<file path="config.mk">
export PLATFORM = sky130hd
export DESIGN_NAME = hazard_forward_ctrl_flat
export DESIGN_NICKNAME = d
export VERILOG_FILES = /design/src/rtl/hazard_forward_ctrl_if.sv /design/src/rtl/hazard_forward_ctrl.sv /design/src/flat_wrapper.sv
export SDC_FILE = /design/constraint.sdc
export NUM_CORES = 1
export LEC_CHECK = 0
export CORE_MARGIN = 2
export CORE_UTILIZATION = 34
export CTS_CLUSTER_DIAMETER = 40
export CTS_CLUSTER_SIZE = 24
export DETAILED_ROUTE_END_ITERATION = 10
export GPL_TIMING_DRIVEN = 0
export PLACE_DENSITY = 0.71
export SLEW_MARGIN = 20
export SYNTH_ARGS = -nofsm -noshare
export SYNTH_HDL_FRONTEND = slang
export SYNTH_SLANG_ARGS = --single-unit
</file>
<file path="constraint.sdc">
create_clock -name clk -period 1.45 [get_ports clk]
set_clock_uncertainty 0.2 [all_clocks]
set_input_delay 0.29 -clock clk [delete_from_list [all_inputs] [get_ports clk]]
set_output_delay 0.29 -clock clk [all_outputs]
set_load 0.02 [all_outputs]
</file>
<file path="src/rtl/hazard_forward_ctrl_if.sv">
// Bundle of hazard flags into, and pipeline controls out of, hazard_forward_ctrl.
// The master side (decode / comparator logic) drives the equality flags and
// qualifiers; the slave side (the controller) drives mux selects and
// stall/bubble/flush controls.
interface hazard_forward_ctrl_if;
  // Register-compare flags from the forwarding comparators
  logic       id_rs1_eq_ex_rd;
  logic       id_rs1_eq_wb_rd;
  logic       id_rs2_eq_ex_rd;
  logic       id_rs2_eq_wb_rd;
  logic       if_rd_eq_wb_rd;
  // Qualifiers
  logic       id_uses_rs1;
  logic       id_uses_rs2;
  logic       ex_reg_wr;
  logic       wb_reg_wr;
  logic       ex_is_load;
  logic       branch_taken;
  // Controls
  logic [1:0] fwd_a_sel;
  logic [1:0] fwd_b_sel;
  logic       rf_bypass;
  logic       pc_stall;
  logic       if_id_stall;
  logic       id_ex_bubble;
  logic       if_id_flush;

  modport master (
    output id_rs1_eq_ex_rd, id_rs1_eq_wb_rd, id_rs2_eq_ex_rd, id_rs2_eq_wb_rd,
    output if_rd_eq_wb_rd, id_uses_rs1, id_uses_rs2, ex_reg_wr, wb_reg_wr,
    output ex_is_load, branch_taken,
    input  fwd_a_sel, fwd_b_sel, rf_bypass, pc_stall, if_id_stall,
    input  id_ex_bubble, if_id_flush
  );

  modport slave (
    input  id_rs1_eq_ex_rd, id_rs1_eq_wb_rd, id_rs2_eq_ex_rd, id_rs2_eq_wb_rd,
    input  if_rd_eq_wb_rd, id_uses_rs1, id_uses_rs2, ex_reg_wr, wb_reg_wr,
    input  ex_is_load, branch_taken,
    output fwd_a_sel, fwd_b_sel, rf_bypass, pc_stall, if_id_stall,
    output id_ex_bubble, if_id_flush
  );
endinterface

</file>
<file path="src/rtl/hazard_forward_ctrl.sv">
// hazard_forward_ctrl: turns raw register-compare flags into registered EX
// operand-mux selects, a register-file write-through bypass select, and the
// PC/IF-ID stall, ID/EX bubble and IF/ID flush controls. Owns the load-use
// stall sequencer (LOAD_LAT total stall cycles per hazard) and branch flush.
// Optional build macro HAZARD_STATS_EN adds saturating 16-bit counters
// stall_cycles (cycles with pc_stall) and flush_count (cycles with if_id_flush).
module hazard_forward_ctrl #(
  parameter int LOAD_LAT = 1,   // total stall cycles per load-use hazard, 1..15
  parameter int CNT_W    = 4    // stall-down counter width, 2**CNT_W > LOAD_LAT
) (
  input  logic                 clk,
  input  logic                 rst,
  hazard_forward_ctrl_if.slave hf
`ifdef HAZARD_STATS_EN
  ,
  output logic [15:0]          stall_cycles,
  output logic [15:0]          flush_count
`endif
);

  typedef enum logic {
    RUN   = 1'b0,
    STALL = 1'b1
  } state_t;

  // A LOAD_LAT of 1 is fully covered by the detection cycle, so the
  // sequencer never leaves RUN in that configuration.
  localparam bit             MULTI_CYCLE = (LOAD_LAT > 1);
  localparam logic [CNT_W-1:0] CNT_INIT  = CNT_W'(LOAD_LAT - 1);
  localparam logic [CNT_W-1:0] CNT_LAST  = CNT_W'(1);

  state_t           state_q;
  logic [CNT_W-1:0] cnt_q;

  logic             hz1;
  logic             hz2;
  logic             load_use;

  logic             pc_stall_c;
  logic             if_id_stall_c;
  logic             id_ex_bubble_c;
  logic             if_id_flush_c;

  logic [1:0]       fwd_a_d;
  logic [1:0]       fwd_b_d;
  logic             rf_bypass_d;
  logic [1:0]       fwd_a_q;
  logic [1:0]       fwd_b_q;
  logic             rf_bypass_q;

  // Load-use hazard: the ID instruction needs a value a load in EX has not
  // produced yet, so forwarding cannot help and the pipe must wait.
  assign hz1      = hf.id_uses_rs1 & hf.ex_reg_wr & hf.ex_is_load & hf.id_rs1_eq_ex_rd;
  assign hz2      = hf.id_uses_rs2 & hf.ex_reg_wr & hf.ex_is_load & hf.id_rs2_eq_ex_rd;
  assign load_use = hz1 | hz2;

  // Pipeline controls; a taken branch wins over load-use in RUN because the
  // dependent instruction is being flushed anyway. Held low during reset.
  always_comb begin
    pc_stall_c     = 1'b0;
    if_id_stall_c  = 1'b0;
    id_ex_bubble_c = 1'b0;
    if_id_flush_c  = 1'b0;
    if (!rst) begin
      if (state_q == STALL) begin
        // Only bubbles occupy EX here, so branch_taken is meaningless.
        pc_stall_c     = 1'b1;
        if_id_stall_c  = 1'b1;
        id_ex_bubble_c = 1'b1;
      end else if (hf.branch_taken) begin
        if_id_flush_c  = 1'b1;
        id_ex_bubble_c = 1'b1;
      end else if (load_use) begin
        pc_stall_c     = 1'b1;
        if_id_stall_c  = 1'b1;
        id_ex_bubble_c = 1'b1;
      end
    end
  end

  // Next operand selects: EX result beats WB result since it is newer;
  // a bubble entering ID/EX needs no forwarding at all.
  always_comb begin
    fwd_a_d = 2'b00;
    fwd_b_d = 2'b00;
    if (!id_ex_bubble_c) begin
      if (hf.id_uses_rs1 & hf.ex_reg_wr & hf.id_rs1_eq_ex_rd) begin
        fwd_a_d = 2'b01;
      end else if (hf.id_uses_rs1 & hf.wb_reg_wr & hf.id_rs1_eq_wb_rd) begin
        fwd_a_d = 2'b10;
      end
      if (hf.id_uses_rs2 & hf.ex_reg_wr & hf.id_rs2_eq_ex_rd) begin
        fwd_b_d = 2'b01;
      end else if (hf.id_uses_rs2 & hf.wb_reg_wr & hf.id_rs2_eq_wb_rd) begin
        fwd_b_d = 2'b10;
      end
    end
  end

  // Write-through bypass for the IF register read; independent of stalls.
  assign rf_bypass_d = hf.wb_reg_wr & hf.if_rd_eq_wb_rd;

  // Load-use stall sequencer: the detection cycle counts as the first stall
  // cycle, STALL supplies the remaining LOAD_LAT-1.
  always_ff @(posedge clk or posedge rst) begin
    if (rst) begin
      state_q <= RUN;
      cnt_q   <= '0;
    end else begin
      case (state_q)
        RUN: begin
          if (MULTI_CYCLE && load_use && !hf.branch_taken) begin
            state_q <= STALL;
            cnt_q   <= CNT_INIT;
          end
        end
        STALL: begin
          if (cnt_q == CNT_LAST) begin
            state_q <= RUN;
            cnt_q   <= '0;
          end else begin
            cnt_q   <= cnt_q - CNT_W'(1);
          end
        end
        default: begin
          state_q <= RUN;
          cnt_q   <= '0;
        end
      endcase
    end
  end

  // Registered selects that steer the EX operand muxes next cycle.
  always_ff @(posedge clk or posedge rst) begin
    if (rst) begin
      fwd_a_q     <= 2'b00;
      fwd_b_q     <= 2'b00;
      rf_bypass_q <= 1'b0;
    end else begin
      fwd_a_q     <= fwd_a_d;
      fwd_b_q     <= fwd_b_d;
      rf_bypass_q <= rf_bypass_d;
    end
  end

  assign hf.fwd_a_sel    = fwd_a_q;
  assign hf.fwd_b_sel    = fwd_b_q;
  assign hf.rf_bypass    = rf_bypass_q;
  assign hf.pc_stall     = pc_stall_c;
  assign hf.if_id_stall  = if_id_stall_c;
  assign hf.id_ex_bubble = id_ex_bubble_c;
  assign hf.if_id_flush  = if_id_flush_c;

`ifdef HAZARD_STATS_EN
  logic [15:0] stall_cycles_q;
  logic [15:0] flush_count_q;

  // Saturating event counters for performance inspection.
  always_ff @(posedge clk or posedge rst) begin
    if (rst) begin
      stall_cycles_q <= '0;
      flush_count_q  <= '0;
    end else begin
      if (pc_stall_c && (stall_cycles_q != 16'hFFFF)) begin
        stall_cycles_q <= stall_cycles_q + 16'd1;
      end
      if (if_id_flush_c && (flush_count_q != 16'hFFFF)) begin
        flush_count_q <= flush_count_q + 16'd1;
      end
    end
  end

  assign stall_cycles = stall_cycles_q;
  assign flush_count  = flush_count_q;
`endif

endmodule

</file>
<file path="src/flat_wrapper.sv">
// flat-port wrapper written by rule: the top's interface ports become plain ports
module hazard_forward_ctrl_flat 
#(
  parameter int LOAD_LAT = 1,                                                   
  parameter int CNT_W    = 4                                                    
)
  (clk, rst, hf_id_rs1_eq_ex_rd, hf_id_rs1_eq_wb_rd, hf_id_rs2_eq_ex_rd, hf_id_rs2_eq_wb_rd, hf_if_rd_eq_wb_rd, hf_id_uses_rs1, hf_id_uses_rs2, hf_ex_reg_wr, hf_wb_reg_wr, hf_ex_is_load, hf_branch_taken, hf_fwd_a_sel, hf_fwd_b_sel, hf_rf_bypass, hf_pc_stall, hf_if_id_stall, hf_id_ex_bubble, hf_if_id_flush);
  hazard_forward_ctrl_if hf_i ();
  input  logic clk;
  input  logic rst;
  input wire logic [$bits(hf_i.id_rs1_eq_ex_rd)-1:0] hf_id_rs1_eq_ex_rd;
  input wire logic [$bits(hf_i.id_rs1_eq_wb_rd)-1:0] hf_id_rs1_eq_wb_rd;
  input wire logic [$bits(hf_i.id_rs2_eq_ex_rd)-1:0] hf_id_rs2_eq_ex_rd;
  input wire logic [$bits(hf_i.id_rs2_eq_wb_rd)-1:0] hf_id_rs2_eq_wb_rd;
  input wire logic [$bits(hf_i.if_rd_eq_wb_rd)-1:0] hf_if_rd_eq_wb_rd;
  input wire logic [$bits(hf_i.id_uses_rs1)-1:0] hf_id_uses_rs1;
  input wire logic [$bits(hf_i.id_uses_rs2)-1:0] hf_id_uses_rs2;
  input wire logic [$bits(hf_i.ex_reg_wr)-1:0] hf_ex_reg_wr;
  input wire logic [$bits(hf_i.wb_reg_wr)-1:0] hf_wb_reg_wr;
  input wire logic [$bits(hf_i.ex_is_load)-1:0] hf_ex_is_load;
  input wire logic [$bits(hf_i.branch_taken)-1:0] hf_branch_taken;
  output wire logic [$bits(hf_i.fwd_a_sel)-1:0] hf_fwd_a_sel;
  output wire logic [$bits(hf_i.fwd_b_sel)-1:0] hf_fwd_b_sel;
  output wire logic [$bits(hf_i.rf_bypass)-1:0] hf_rf_bypass;
  output wire logic [$bits(hf_i.pc_stall)-1:0] hf_pc_stall;
  output wire logic [$bits(hf_i.if_id_stall)-1:0] hf_if_id_stall;
  output wire logic [$bits(hf_i.id_ex_bubble)-1:0] hf_id_ex_bubble;
  output wire logic [$bits(hf_i.if_id_flush)-1:0] hf_if_id_flush;
  assign hf_i.id_rs1_eq_ex_rd = hf_id_rs1_eq_ex_rd;
  assign hf_i.id_rs1_eq_wb_rd = hf_id_rs1_eq_wb_rd;
  assign hf_i.id_rs2_eq_ex_rd = hf_id_rs2_eq_ex_rd;
  assign hf_i.id_rs2_eq_wb_rd = hf_id_rs2_eq_wb_rd;
  assign hf_i.if_rd_eq_wb_rd = hf_if_rd_eq_wb_rd;
  assign hf_i.id_uses_rs1 = hf_id_uses_rs1;
  assign hf_i.id_uses_rs2 = hf_id_uses_rs2;
  assign hf_i.ex_reg_wr = hf_ex_reg_wr;
  assign hf_i.wb_reg_wr = hf_wb_reg_wr;
  assign hf_i.ex_is_load = hf_ex_is_load;
  assign hf_i.branch_taken = hf_branch_taken;
  assign hf_fwd_a_sel = hf_i.fwd_a_sel;
  assign hf_fwd_b_sel = hf_i.fwd_b_sel;
  assign hf_rf_bypass = hf_i.rf_bypass;
  assign hf_pc_stall = hf_i.pc_stall;
  assign hf_if_id_stall = hf_i.if_id_stall;
  assign hf_id_ex_bubble = hf_i.id_ex_bubble;
  assign hf_if_id_flush = hf_i.if_id_flush;
  hazard_forward_ctrl #(.LOAD_LAT(LOAD_LAT), .CNT_W(CNT_W)) u_core (.clk(clk), .rst(rst), .hf(hf_i));
endmodule
</file>
---- Word-level counts from Yosys, hierarchy flattened ----
Index checks and enable logic that the tools add are counted.
Widths: inputs -> output; s select.
operators by class
  equal/unequal tests ..................... 1
  multiplexer cells ....................... 19
  bitwise logic cells ..................... 14
  $add $sub $neg .......................... 1
operator list
  cell                 number
  $and 1x1->1          13
  $mux 1               12
  $mux 2               6
  $eq 4x1->1 const B   1
  $mux 4               1
  $sub 4x1->4 const B  1
  $or 1x1->1           1
storage, ports and cells
  logic and storage cells ................. 40
  bits of input ports ..................... 13
  bits in registers ....................... 10
  output and inout port bits .............. 9

---- Longest topological paths before layout ----
Gate-level depths: netlist of run 1.
  depth after elaboration ................. 9
  depth in mapped cells ................... 5
  depth with buffers taken out ............ 5

---- Worst setup path before layout of run 1 ----
Ideal clock, no wire load.
  kind .................................... register to output
  start ................................... reg u_core.state_q
  end ..................................... out hf_if_id_flush
  arrival ................................. 1.024 ns
  path buffers ............................ 1
  required time ........................... 0.960 ns
  cell stages (with the launch flop) ...... 3
  path slack .............................. -0.064 ns
  path through ............................ dfrtp_1 buf_6 nor3b_1
on the way
  cells in the longest elaborated chain, start to end .. 2
ends and longest elaborated chain
  element                   RTL line                    text
  start: declaration        hazard_forward_ctrl.sv:32   state_t state_q;
  start signal: assignment  hazard_forward_ctrl.sv:107  state_q <= RUN;
  start signal: assignment  hazard_forward_ctrl.sv:113  state_q <= STALL;
  start signal: assignment  hazard_forward_ctrl.sv:119  state_q <= RUN;
  $mux 1                    hazard_forward_ctrl.sv:65   if (state_q == STALL) begin
  $mux 1                    hazard_forward_ctrl.sv:64   if (!rst) begin
  end: declaration          flat_wrapper.sv:28          output wire logic [$bits(hf_i.if_id_flush)-1:0] hf_if_id_flush;
No other way between the ends.

---- Worst setup path after layout of run 1 ----
  start ................................... reg u_core.state_q
  end ..................................... out hf_pc_stall
on the way
  cells in the longest elaborated chain, start to end .. 2
ends and longest elaborated chain
  element           RTL line                   text
  $mux 1            hazard_forward_ctrl.sv:65
  $mux 1            hazard_forward_ctrl.sv:64
  end: declaration  flat_wrapper.sv:25         output wire logic [$bits(hf_i.pc_stall)-1:0] hf_pc_stall;
No other way between the ends.

==> results.txt, run 1 <==
Counting every sink on the clock net gives 10. The arrival time reported for the critical path endpoint is ~1.2 ns. The total global routing overflow is 0. STA classifies the critical path endpoint as a primary output. The mean number of vias per cell is slightly below 5.

The reg2reg setup slack came out at -0.17 ns. The flop and latch count out of synthesis came out at 10. The classification of the worst-slack hold path is in2reg.

By area the synthesized netlist is led by sky130_fd_sc_hd__dfrtp_1 52%, sky130_fd_sc_hd__ha_1 5.2%, sky130_fd_sc_hd__nor3b_1 4.7%. The worst setup path is launched from a register. The compound-gate portion of the synthesized area came to 0.112. The count of flip-flops with a built-in enable after synthesis is 0. The maximum resistive drop on vdd came out at ~490 uV.

The first-iteration detailed-routing DRC count came out at 15. The XOR/XNOR share of the synthesized area came out at 0. The routed layout has 460 vias. The total nets after synthesis came out at a little over 60. The kind of cell adding the most delay to the critical path is flip-flops.

The sequential area share after synthesis came out at 0.522. The max-slew violation count is 0. The destination of the worst hold path is u_core.hf.fwd_a_sel[1]. TritonCTS built the clock tree. The largest net degree at the start of global routing is 11. The count of max-cap constraint violations is 0. Across all hold checks on the routed design, the worst slack comes to approximately 0.080 ns. The number of buffers added by the clock tree synthesis step is 3. The fraction of the mapped netlist area in simple logic gates is 0.230. The worst-case setup margin in the final layout came out at -0.196 ns.

The clock passes through at most 2 buffers. The most used standard cell by instance count after synthesis is sky130_fd_sc_hd__dfrtp_1. The floorplan step set the die height to ~42 um. The final-layout fill cell count is ~120. In this run the most critical hold path is launched from hf_id_uses_rs1. After technology mapping, the gate count stands at 46.

The area added between synthesis and finish is 72.1%. The worst register-to-register path has a depth of 5. The final RePlAce weighted congestion is 0.755. The number of distinct library cells after synthesis is 22. The total wirelength of the detailed-routed design is 1210 um. The flow ran to the end, but the final reports show violations. The number of hold violations in the final report came out at 0. The most frequent cell on the critical path is sky130_fd_sc_hd__buf_6. The clock-pin slew on the worst setup and hold paths came out at 0.07 ns.

The checks that failed: setup timing. The adder and majority cell fraction of the synthesized area is 0.0522. The multiplexer area fraction after synthesis is 0.0209. The share of async-settable or async-resettable flops after synthesis came out at 1.00. The largest individual stage delay along the critical path comes from the cell sky130_fd_sc_hd__dfrtp_2. The initial cell density of the core is 0.368. Setup repair after global routing could not meet its margin everywhere. Counting both buffers and inverters, the worst setup path holds a total of 2. In this run the critical register-to-register path is captured at u_core.cnt_q[3]. Once detail routing completed, the nets flagged for antenna violations numbered 0. The top-level I/O count is 22. For the pin with the worst max-slew slack, the measured transition is 0.217 ns. The mean instance size in the synthesized netlist came out at 10.4 um2.

After synthesis, the largest family of logic cells by area is simple AND/OR/NAND/NOR gates. The post-layout utilization of the core is 0.634. The floorplan step defined a core boundary enclosing ~1300 um2.

The placed wire-length estimate is approximately 760 um. The die extent in x came out at a little over 40 um. The worst register-to-register path begins at u_core.state_q.

The row count is 13. The iteration count of the initial detailed-routing pass is 3. CTS built an H-tree with a depth of 1. The tree is rooted in a sky130_fd_sc_hd__clkbuf_4. The biggest area contributor in the post-synthesis netlist is sky130_fd_sc_hd__dfrtp_1. The clock reaches the later pin of the worst-skew pair after 0.26 ns.

The global-route usage over all layers is 0.151. The number of warnings reported in the yosys synthesis log came out at 0. The number of antenna diodes in the final layout is 0. The wire length of the first global-routing pass came out at a little under 2000 um. The cell area after technology mapping is 479 um2.

The initial antenna violation count was 0. The highest attainable clock frequency is 608 MHz. By count the netlist is led by 10 x sky130_fd_sc_hd__dfrtp_1, 5 x sky130_fd_sc_hd__nand2_1, 3 x sky130_fd_sc_hd__inv_1, 3 x sky130_fd_sc_hd__nor2_1, 3 x sky130_fd_sc_hd__nor3b_1. The primary flip-flop cell chosen by synthesis mapping is sky130_fd_sc_hd__dfrtp_1. The multi-input combinational cells in the finished layout cover a total of 246 um2. Setup violations remaining at the end of the flow were counted as 5. The routed wire length per instance is 13.0 um. For this run, the post-layout net count is between 90 and 100.

The worst path in the final design needs a cycle of between 1.5 and 2 ns, including I/O delays and setup. Data on the critical path is required at its endpoint by about 0.96 ns. Of the cells placed in the final design, the portion with a size suffix greater than 1 is 0.397. In the finished design, the share of the clock period the worst path needs comes to 1.13. Traced cell by cell, the critical path runs through o21a_4 > buf_6 > buf_6. For this run, design rule violations remaining after detail routing come to 0. The top fanout value on the critical path is 4. The sequential standard cell area is roughly 250 um2. The worst slew margin relative to its limit came out at 0.856. The longest individual stage delay on the worst path came out at roughly 0.45 ns. The startpoint-to-endpoint class of the critical path is reg2out. The worst hold path stage count is 3.

The number of buffer cells added on primary ports came out at 21. The power density over the cells came out at just under 800 nW/um2. The area fraction of the dominant cell type after synthesis came out at 0.522.

The via count of the first global-routing pass came out at about 450. The die area came out at around 1700 um2. The leakage power is approximately 0.00039 uW. The cell depth of the worst setup path came out at 3.
-- flip-flops by register name, summed over array words and instances, names as in the netlist --
register,flops
u_core.hf.fwd_b_sel,2
u_core.state_q,1
u_core.hf.fwd_a_sel,2
u_core.cnt_q,4
u_core.hf.rf_bypass,1
-- report_power, final --
part           switching, uW  internal (uW)
clock                   96.1            152
combinational           50.6           55.9
sequential              1.21            284
total                    148            492
-- metrics by stage --
| step | cell area (um2) | power [uW] | setup slack [ns] | TNS [ns] | instances |
|---|---|---|---|---|---|
| after floorplan | 485 | 324 | -0.0205 | -0.0220 | 46 |
| after global placement | 714 | 384 | -1.07 | -4.64 | 82 |
| after detailed placement | 714 | 385 | -1.07 | -4.72 | 82 |
| after CTS | 841 | 641 | -0.227 | -0.872 | 94 |
| after global routing | 825 | 669 | -0.232 | -0.913 | 93 |
| final | 825 | 640 | -0.196 | -0.713 | 93 |
-- cell type report --
type,instances,share of cell area
buffer,1,0.0137
clock buffer,4,0.0440
inverter,3,0.0182
multi-input combinational,31,0.299
sequential,10,0.305
tap,15,0.0228
timing repair buffer,29,0.297
-- what timing repair did --
action                                 4_1_cts  5_1_grt
endpoints found under the hold margin       10        0
gates resized for setup                     53       11
hold buffers                                 1        0
setup endpoints to repair                   12       13
buffers inserted                             7        2
pin swaps                                    6        4
-- per-layer routing --
layer / vias to the layer above / GRT usage / part of all wire / wire, um
met5: - / 0 / 0 / 0
met2: 12 / 0.263 / 0.53 / 642
met1: 222 / 0.175 / 0.41 / 499
met3: 2 / 0.0261 / 0.036 / 44
met4: 0 / 0.0774 / 0.020 / 24
li1: 224 / - / - / -
-- kinds of logic after synthesis --
kind of cell	after synthesis
adders and majority gates	2
buffers and inverters	5
AOI/OAI and AO/OA	8
DFF	10
and+or+nand+nor	20
muxes	1
-- cell usage in the layout, fill, tap and decap left out, types with 2 or more instances in the layout --
master                            Yosys  layout
sky130_fd_sc_hd__inv_1                3       2
sky130_fd_sc_hd__buf_2                0       2
sky130_fd_sc_hd__dlygate4sd2_1        0       3
sky130_fd_sc_hd__clkdlybuf4s50_1      0       4
sky130_fd_sc_hd__dfrtp_1             10       9
sky130_fd_sc_hd__clkbuf_4             0       3
sky130_fd_sc_hd__nand4_1              2       2
sky130_fd_sc_hd__buf_4                1       8
sky130_fd_sc_hd__clkbuf_2             0       3
sky130_fd_sc_hd__nand2_1              5       5
sky130_fd_sc_hd__clkdlybuf4s15_1      0       5
sky130_fd_sc_hd__nor3_2               0       2
sky130_fd_sc_hd__nor2_1               3       2
sky130_fd_sc_hd__nor3b_1              3       2
sky130_fd_sc_hd__buf_6                1       3
sky130_fd_sc_hd__ha_1                 2       2
-- worst register-to-register path: stages, from the launching register on --
cell                      delay, ns
sky130_fd_sc_hd__dfrtp_2       0.42
sky130_fd_sc_hd__buf_4         0.13
sky130_fd_sc_hd__buf_6         0.09
sky130_fd_sc_hd__or4b_4        0.46
sky130_fd_sc_hd__nor3_2        0.16
sky130_fd_sc_hd__a21o_1        0.10
-- worst max path at each step --
stage                   startpoint               to
finish              u_core.state_q      hf_pc_stall
global route        u_core.state_q      hf_pc_stall
CTS                 u_core.state_q      hf_pc_stall
detailed placement             rst      hf_pc_stall
global placement               rst      hf_pc_stall
floorplan           u_core.state_q  hf_id_ex_bubble
Note: power is estimated with default switching activity, not from simulation.
==> run 2, diff against run 1 <==
Settings changed: CELL_PAD_IN_SITES_DETAIL_PLACEMENT set to 1, CELL_PAD_IN_SITES_GLOBAL_PLACEMENT set to 2, CORE_ASPECT_RATIO set to 1.2, CORE_UTILIZATION 34 to 20, PLACE_DENSITY 0.71 to unset, PLACE_DENSITY_LB_ADDON set to 0.1.
==> results.txt, run 2 (synthesis results as in run 1) <==
CTS built an H-tree with a depth of 1. In this run the remaining antenna-violating nets after routing total 0. Entering global routing, the biggest net connects 11 pins. The count of clock tree sinks came out at 10.

After the last flow step, the layout net total stands at 94. The standard cell area after detailed placement came out at ~730 um2. Static timing analysis puts the maximum clock frequency at slightly above 600 MHz. The most frequent standard cell in the layout excluding fill and tap cells is sky130_fd_sc_hd__dfrtp_1. The number of buffer cells added on primary ports is 21.

The run finished, with violations left. The worst-case clock buffer depth is 2. The worst-case setup margin in the final layout is -0.192 ns. The startpoint type of the worst setup path is a register. The iteration count of the initial detailed-routing pass is 4. The number of hold violations in the final report came out at 0. The via count of the first global-routing pass came out at 491. The top-level I/O count is 22.

The worst hold path begins at hf_id_uses_rs2. The core outline area is 2280 um2. Dividing the final minimum period by the clock period gives 1.13. For the worst flop-to-flop path, the logic depth is 4. After detailed routing, the average wire length per cell comes to 11.7 um. Clock tree synthesis inserted a total of 3 buffers. More flip-flops sit in one register than any other, and that register is u_core.cnt_q.

The final setup violation count came out at 5. Data on the critical path is required at its endpoint by 0.96 ns. The clock-pin slew on the worst setup and hold paths is about 0.080 ns. In this run the worst path has a maximum fanout of 4. In this run the critical register-to-register path is launched from u_core.state_q. The area added between synthesis and finish came out at 77.3%. The startpoint-to-endpoint class of the critical path is reg2out. In this run the critical register-to-register path is captured at u_core.cnt_q[3]. The row count came out at 19. In this run the vertical extent of the chip is a little under 60 um.

The maximum resistive drop on vdd came out at ~310 uV. The worst hold path stage count came out at 3. The arrival time reported for the critical path endpoint came out at 1.15 ns.

The layout cell share with drive strength beyond 1 is 0.423. The worst pin sits at a relative slew slack of 0.851. The die covers between 2000 and 3000 um2. The repair_antennas step left the layout with diodes totalling 0. The worst setup path is captured at a primary output. The via count is approximately 470. The final reports fail on setup timing. The count of max-cap constraint violations is 0. The classification of the worst-slack hold path is in2reg. The die extent in x is roughly 50 um. The time the worst path needs with I/O delays and setup is between 1.5 and 2 ns.

Setup repair after global routing could not meet its margin everywhere. The root buffer selected by CTS is sky130_fd_sc_hd__clkbuf_4. TritonCTS built the clock tree. The initial cell density of the core came out at 0.210. For the pin with the worst max-slew slack, the measured transition is 0.225 ns. The summed area of non-filler cells in the final layout came out at ~850 um2. The max-slew violation count is 0.

The total wirelength of the detailed-routed design is 1270 um. The initial antenna violation count is 0. The worst-case hold slack came out at 0.0690 ns. The later-pin clock latency in the skew report is 0.26 ns. The worst hold path terminates at u_core.hf.fwd_b_sel[1]. The placed wire-length estimate came out at 916 um. The global-route usage over all layers is 0.0973.

In this run the power density over the cells is ~770 nW/um2. The total global routing overflow is 0. The first-iteration detailed-routing DRC count came out at 3. The final RePlAce weighted congestion came out at around 0.64. The leakage power is 0.000391 uW. The register with the most flip-flops in the layout has 4 of them. The final routed DRC violation total came out at 0. The reg2reg setup slack is -0.11 ns. In the layout the commonest cells are 9 x sky130_fd_sc_hd__dfrtp_1, 7 x sky130_fd_sc_hd__buf_4, 5 x sky130_fd_sc_hd__nand2_1, 5 x sky130_fd_sc_hd__buf_6, 5 x sky130_fd_sc_hd__clkdlybuf4s15_1. The wire length of the first global-routing pass came out at 2000 um. The mean number of vias per cell came out at about 4.3.
[run 2: cell types whose count changed in the layout (fill, tap and decap cells not counted), sizes merged]
| cell | change |
|---|---|
| dlygate4sd2 | -1 |
| buf | +1 |
[run 2: cell type report]
cell class                 instances  area (um2)
fill                             277        1430
timing repair buffer              29         251
sequential                        10         251
multi-input combinational         31         245
tap                               31        38.8
clock buffer                       4        36.3
inverter                           3        15.0
buffer                             1        11.3
[run 2: worst max-delay path, stage by stage, from the launching register on]
cell	delay [ns]
sky130_fd_sc_hd__dfrtp_2	0.44
sky130_fd_sc_hd__o21a_2	0.23
sky130_fd_sc_hd__buf_6	0.11
sky130_fd_sc_hd__buf_6	0.12
[run 2: worst max path at each step]
stage | end | slack (ns) | startpoint | cells after the start
floorplan | hf_id_ex_bubble | -0.02 | u_core.state_q | 3
global placement | hf_pc_stall | -1.14 | rst | 5
detailed placement | hf_pc_stall | -1.14 | rst | 5
CTS | hf_pc_stall | -0.25 | u_core.state_q | 4
global route | hf_pc_stall | -0.23 | u_core.state_q | 3
finish | hf_pc_stall | -0.19 | u_core.state_q | 3
[run 2: metrics by stage]
stage / total power, uW / util / TNS (ns) / setup slack (ns) / instances
3_3_place_gp: 387 / 0.322 / -5.22 / -1.14 / 98
4_1_cts: 656 / 0.363 / -0.818 / -0.249 / 107
3_5_place_dp: 387 / 0.322 / -5.04 / -1.14 / 98
6_report: 657 / 0.372 / -0.613 / -0.192 / 109
5_1_grt: 686 / 0.372 / -0.801 / -0.226 / 109
2_1_floorplan: 324 / - / -0.0220 / -0.0205 / 46
[run 2: power by group]
group / switching, uW / internal, uW / leakage [uW] / total, uW
clock network: 105 / 152 / 0.0000210 / 258
registers: 1.38 / 284 / 0.000136 / 285
logic: 53.1 / 61.3 / 0.000235 / 114
[run 2: layer usage]
metal / GRT usage / part of all wire / routed length, um
met1: 0.0851 / 0.37 / 472
met2: 0.196 / 0.56 / 714
met5: 0 / 0 / 0
met4: 0.0857 / 0.021 / 27
met3: 0.00773 / 0.046 / 58
[run 2: repair_timing]
| action | in CTS | in global routing |
|---|---|---|
| setup endpoints to repair | 13 | 11 |
| pin swaps | 5 | 7 |
| resized for setup | 51 | 16 |
| endpoints found under the hold margin | 6 | 0 |
| buffers inserted | 4 | 3 |
| hold buffers | 1 | 0 |
==> run 3, diff against run 2 <==
Settings changed: CORE_ASPECT_RATIO 1.2 to unset, CORE_UTILIZATION 20 to 35, DONT_BUFFER_PORTS set to 1.
Clock period 1.45 ns to 2.04 ns, I/O delays scaled along.
==> results.txt, run 3 (synthesis results as in run 1) <==
The post-CTS setup repair buffer count came out at 0. In the final layout, the multi-input gates occupy between 200 and 250 um2. In the layout the commonest cells are 10 x sky130_fd_sc_hd__dfrtp_1, 5 x sky130_fd_sc_hd__nand2_1. The sequential standard cell area came out at approximately 250 um2. The net count of the finished layout came out at between 60 and 70.

From left edge to right edge, the die measures 41 um. The initial cell density of the core is 0.373. The sum of negative setup slack came out at 0 ns. The count of clock tree sinks is 10. Of the available clock period, the critical path in the final layout requires 0.958. The first detailed-routing pass took 2 iterations. Of the cells placed in the final design, the portion with a size suffix greater than 1 is 0.137. TritonCTS built the clock tree. Timing analysis after detailed placement gives a worst setup slack of 0.204 ns. The clock-pin slew on the worst setup and hold paths came out at 0.07 ns. The floorplan has 13 rows. The wire length of the first global-routing pass is roughly 1500 um. The first-iteration detailed-routing DRC count came out at 4. The startpoint-to-endpoint class of the critical path is reg2out. The classification of the worst-slack hold path is in2reg. The worst-case clock buffer depth is 2. The via count of the first global-routing pass came out at 346. The final non-filler cell total is 66. The mean number of vias per cell is about 5.6. The post-placement cell count came out at 61. Subtracting the final worst setup slack from the clock period gives between 1.5 and 2 ns. The final routed DRC violation total came out at 0. The worst slew margin relative to its limit came out at 0.560. The most frequent standard cell in the layout excluding fill and tap cells is sky130_fd_sc_hd__dfrtp_1. The count of max-cap constraint violations came out at 0. The number of buffer cells added on primary ports came out at 0. The final RePlAce weighted congestion is roughly 0.61.

The number of flip-flops under the largest register name is 4. The max-slew violation count is 0. The sum of internal, switching and leakage power came out at 411 uW. The leakage power came out at roughly 0.00025 uW. The power density over the cells came out at about 750 nW/um2. The largest net degree at the start of global routing came out at 11. The worst-case setup margin in the final layout came out at 0.0864 ns. The tightest hold path in the finished design has a slack of around 0.062 ns. The via count came out at around 370. The final setup violation count is 0.

The area added between synthesis and finish is 14.9%. The final-layout fill cell count came out at 150. The worst setup path is captured at a primary output. The total global routing overflow is 0.

The later-pin clock latency in the skew report came out at between 0.2 and 0.3 ns. The initial antenna violation count is 0. The run finished with clean final reports. The maximum level of the CTS H-tree came out at 1. The number of antenna repair diodes came out at 0. Setup repair after global routing left no endpoint under its margin.

The maximum resistive drop on vdd is around 300 uV. The routed wire length per instance came out at roughly 15 um. For the worst setup path, the data required time is 1.43 ns. The top fanout value on the critical path is 10. The transition at the pin with the smallest max-transition slack came out at ~0.66 ns.

The number of buffers added by the clock tree synthesis step came out at 3. The global-route usage over all layers came out at 0.149. The total wirelength of the detailed-routed design is 999 um. The cell sitting at the root of the clock tree is a sky130_fd_sc_hd__clkbuf_4. The startpoint type of the worst setup path is a register. The highest attainable clock frequency came out at 512 MHz.

The number of hold violations in the final report came to 0. The placed wire-length estimate is approximately 790 um. The floorplan step defined a die boundary enclosing 1680 um2.

The die extent in y is between 40 and 50 um. The top-level I/O count is 22. The core outline area came out at 1280 um2.

More flip-flops sit in one register than any other, and that register is u_core.cnt_q. The post-detailed-route count of antenna-violating nets came out at 0. The arrival time reported for the critical path endpoint came out at about 1.4 ns.
-- run 3: layer usage --
| metal | wire (um) | track usage | vias up |
|---|---|---|---|
| met1 | 414 | 0.161 | 177 |
| li1 | - | - | 171 |
| met2 | 474 | 0.211 | 16 |
| met3 | 90 | 0.0924 | 5 |
| met4 | 20 | 0.100 | 0 |
| met5 | 0 | 0 | - |
-- run 3: final cells by class --
| class | instances | area share |
|---|---|---|
| Sequential cell | 10 | 0.455 |
| Multi-Input combinational cell | 31 | 0.373 |
| Clock buffer | 4 | 0.0659 |
| Buffer | 2 | 0.0341 |
| Tap cell | 15 | 0.0341 |
| Inverter | 3 | 0.0205 |
| Timing Repair Buffer | 1 | 0.0182 |
-- run 3: final timing paths --
kind	cells past startpoint	slack, ns	start	end
hold reg to reg	1	0.31	u_core.cnt_q[3]	u_core.cnt_q[3]
min in group asynchronous	2	0.39	rst	u_core.hf.fwd_b_sel[0]
hold / removal	2	0.06	hf_id_uses_rs1	u_core.hf.fwd_a_sel[1]
max in group asynchronous	2	0.94	rst	u_core.cnt_q[1]
setup reg to reg	3	0.54	u_core.cnt_q[2]	u_core.cnt_q[3]
setup / recovery	2	0.09	u_core.state_q	hf_if_id_flush
-- run 3: worst max-delay path, stage by stage (launching register included) --
cell and delay (ns):
sky130_fd_sc_hd__dfrtp_1 0.38, sky130_fd_sc_hd__buf_6 0.14, sky130_fd_sc_hd__nor3b_1 0.56
-- run 3: metrics by stage --
| stage | utilization | area, um2 |
|---|---|---|
| finish | 0.428 | 551 |
| global route | 0.428 | 551 |
| CTS | 0.424 | 544 |
| detailed placement | 0.388 | 498 |
| global placement | 0.388 | 498 |
| floorplan | - | 479 |
-- run 3: power by group --
part	internal (uW)	leakage (uW)	total, uW	switching (uW)
Combinational	8.82	0.0000955	24.0	15.1
Sequential	202	0.000137	208	6.18
Clock	108	0.0000210	179	70.1
-- run 3: what timing repair did --
item | CTS | global route
hold buffers | 1 | 0
endpoints found under the hold margin | 10 | 0
setup endpoints to repair | 0 | 1
resized for setup | 0 | 1
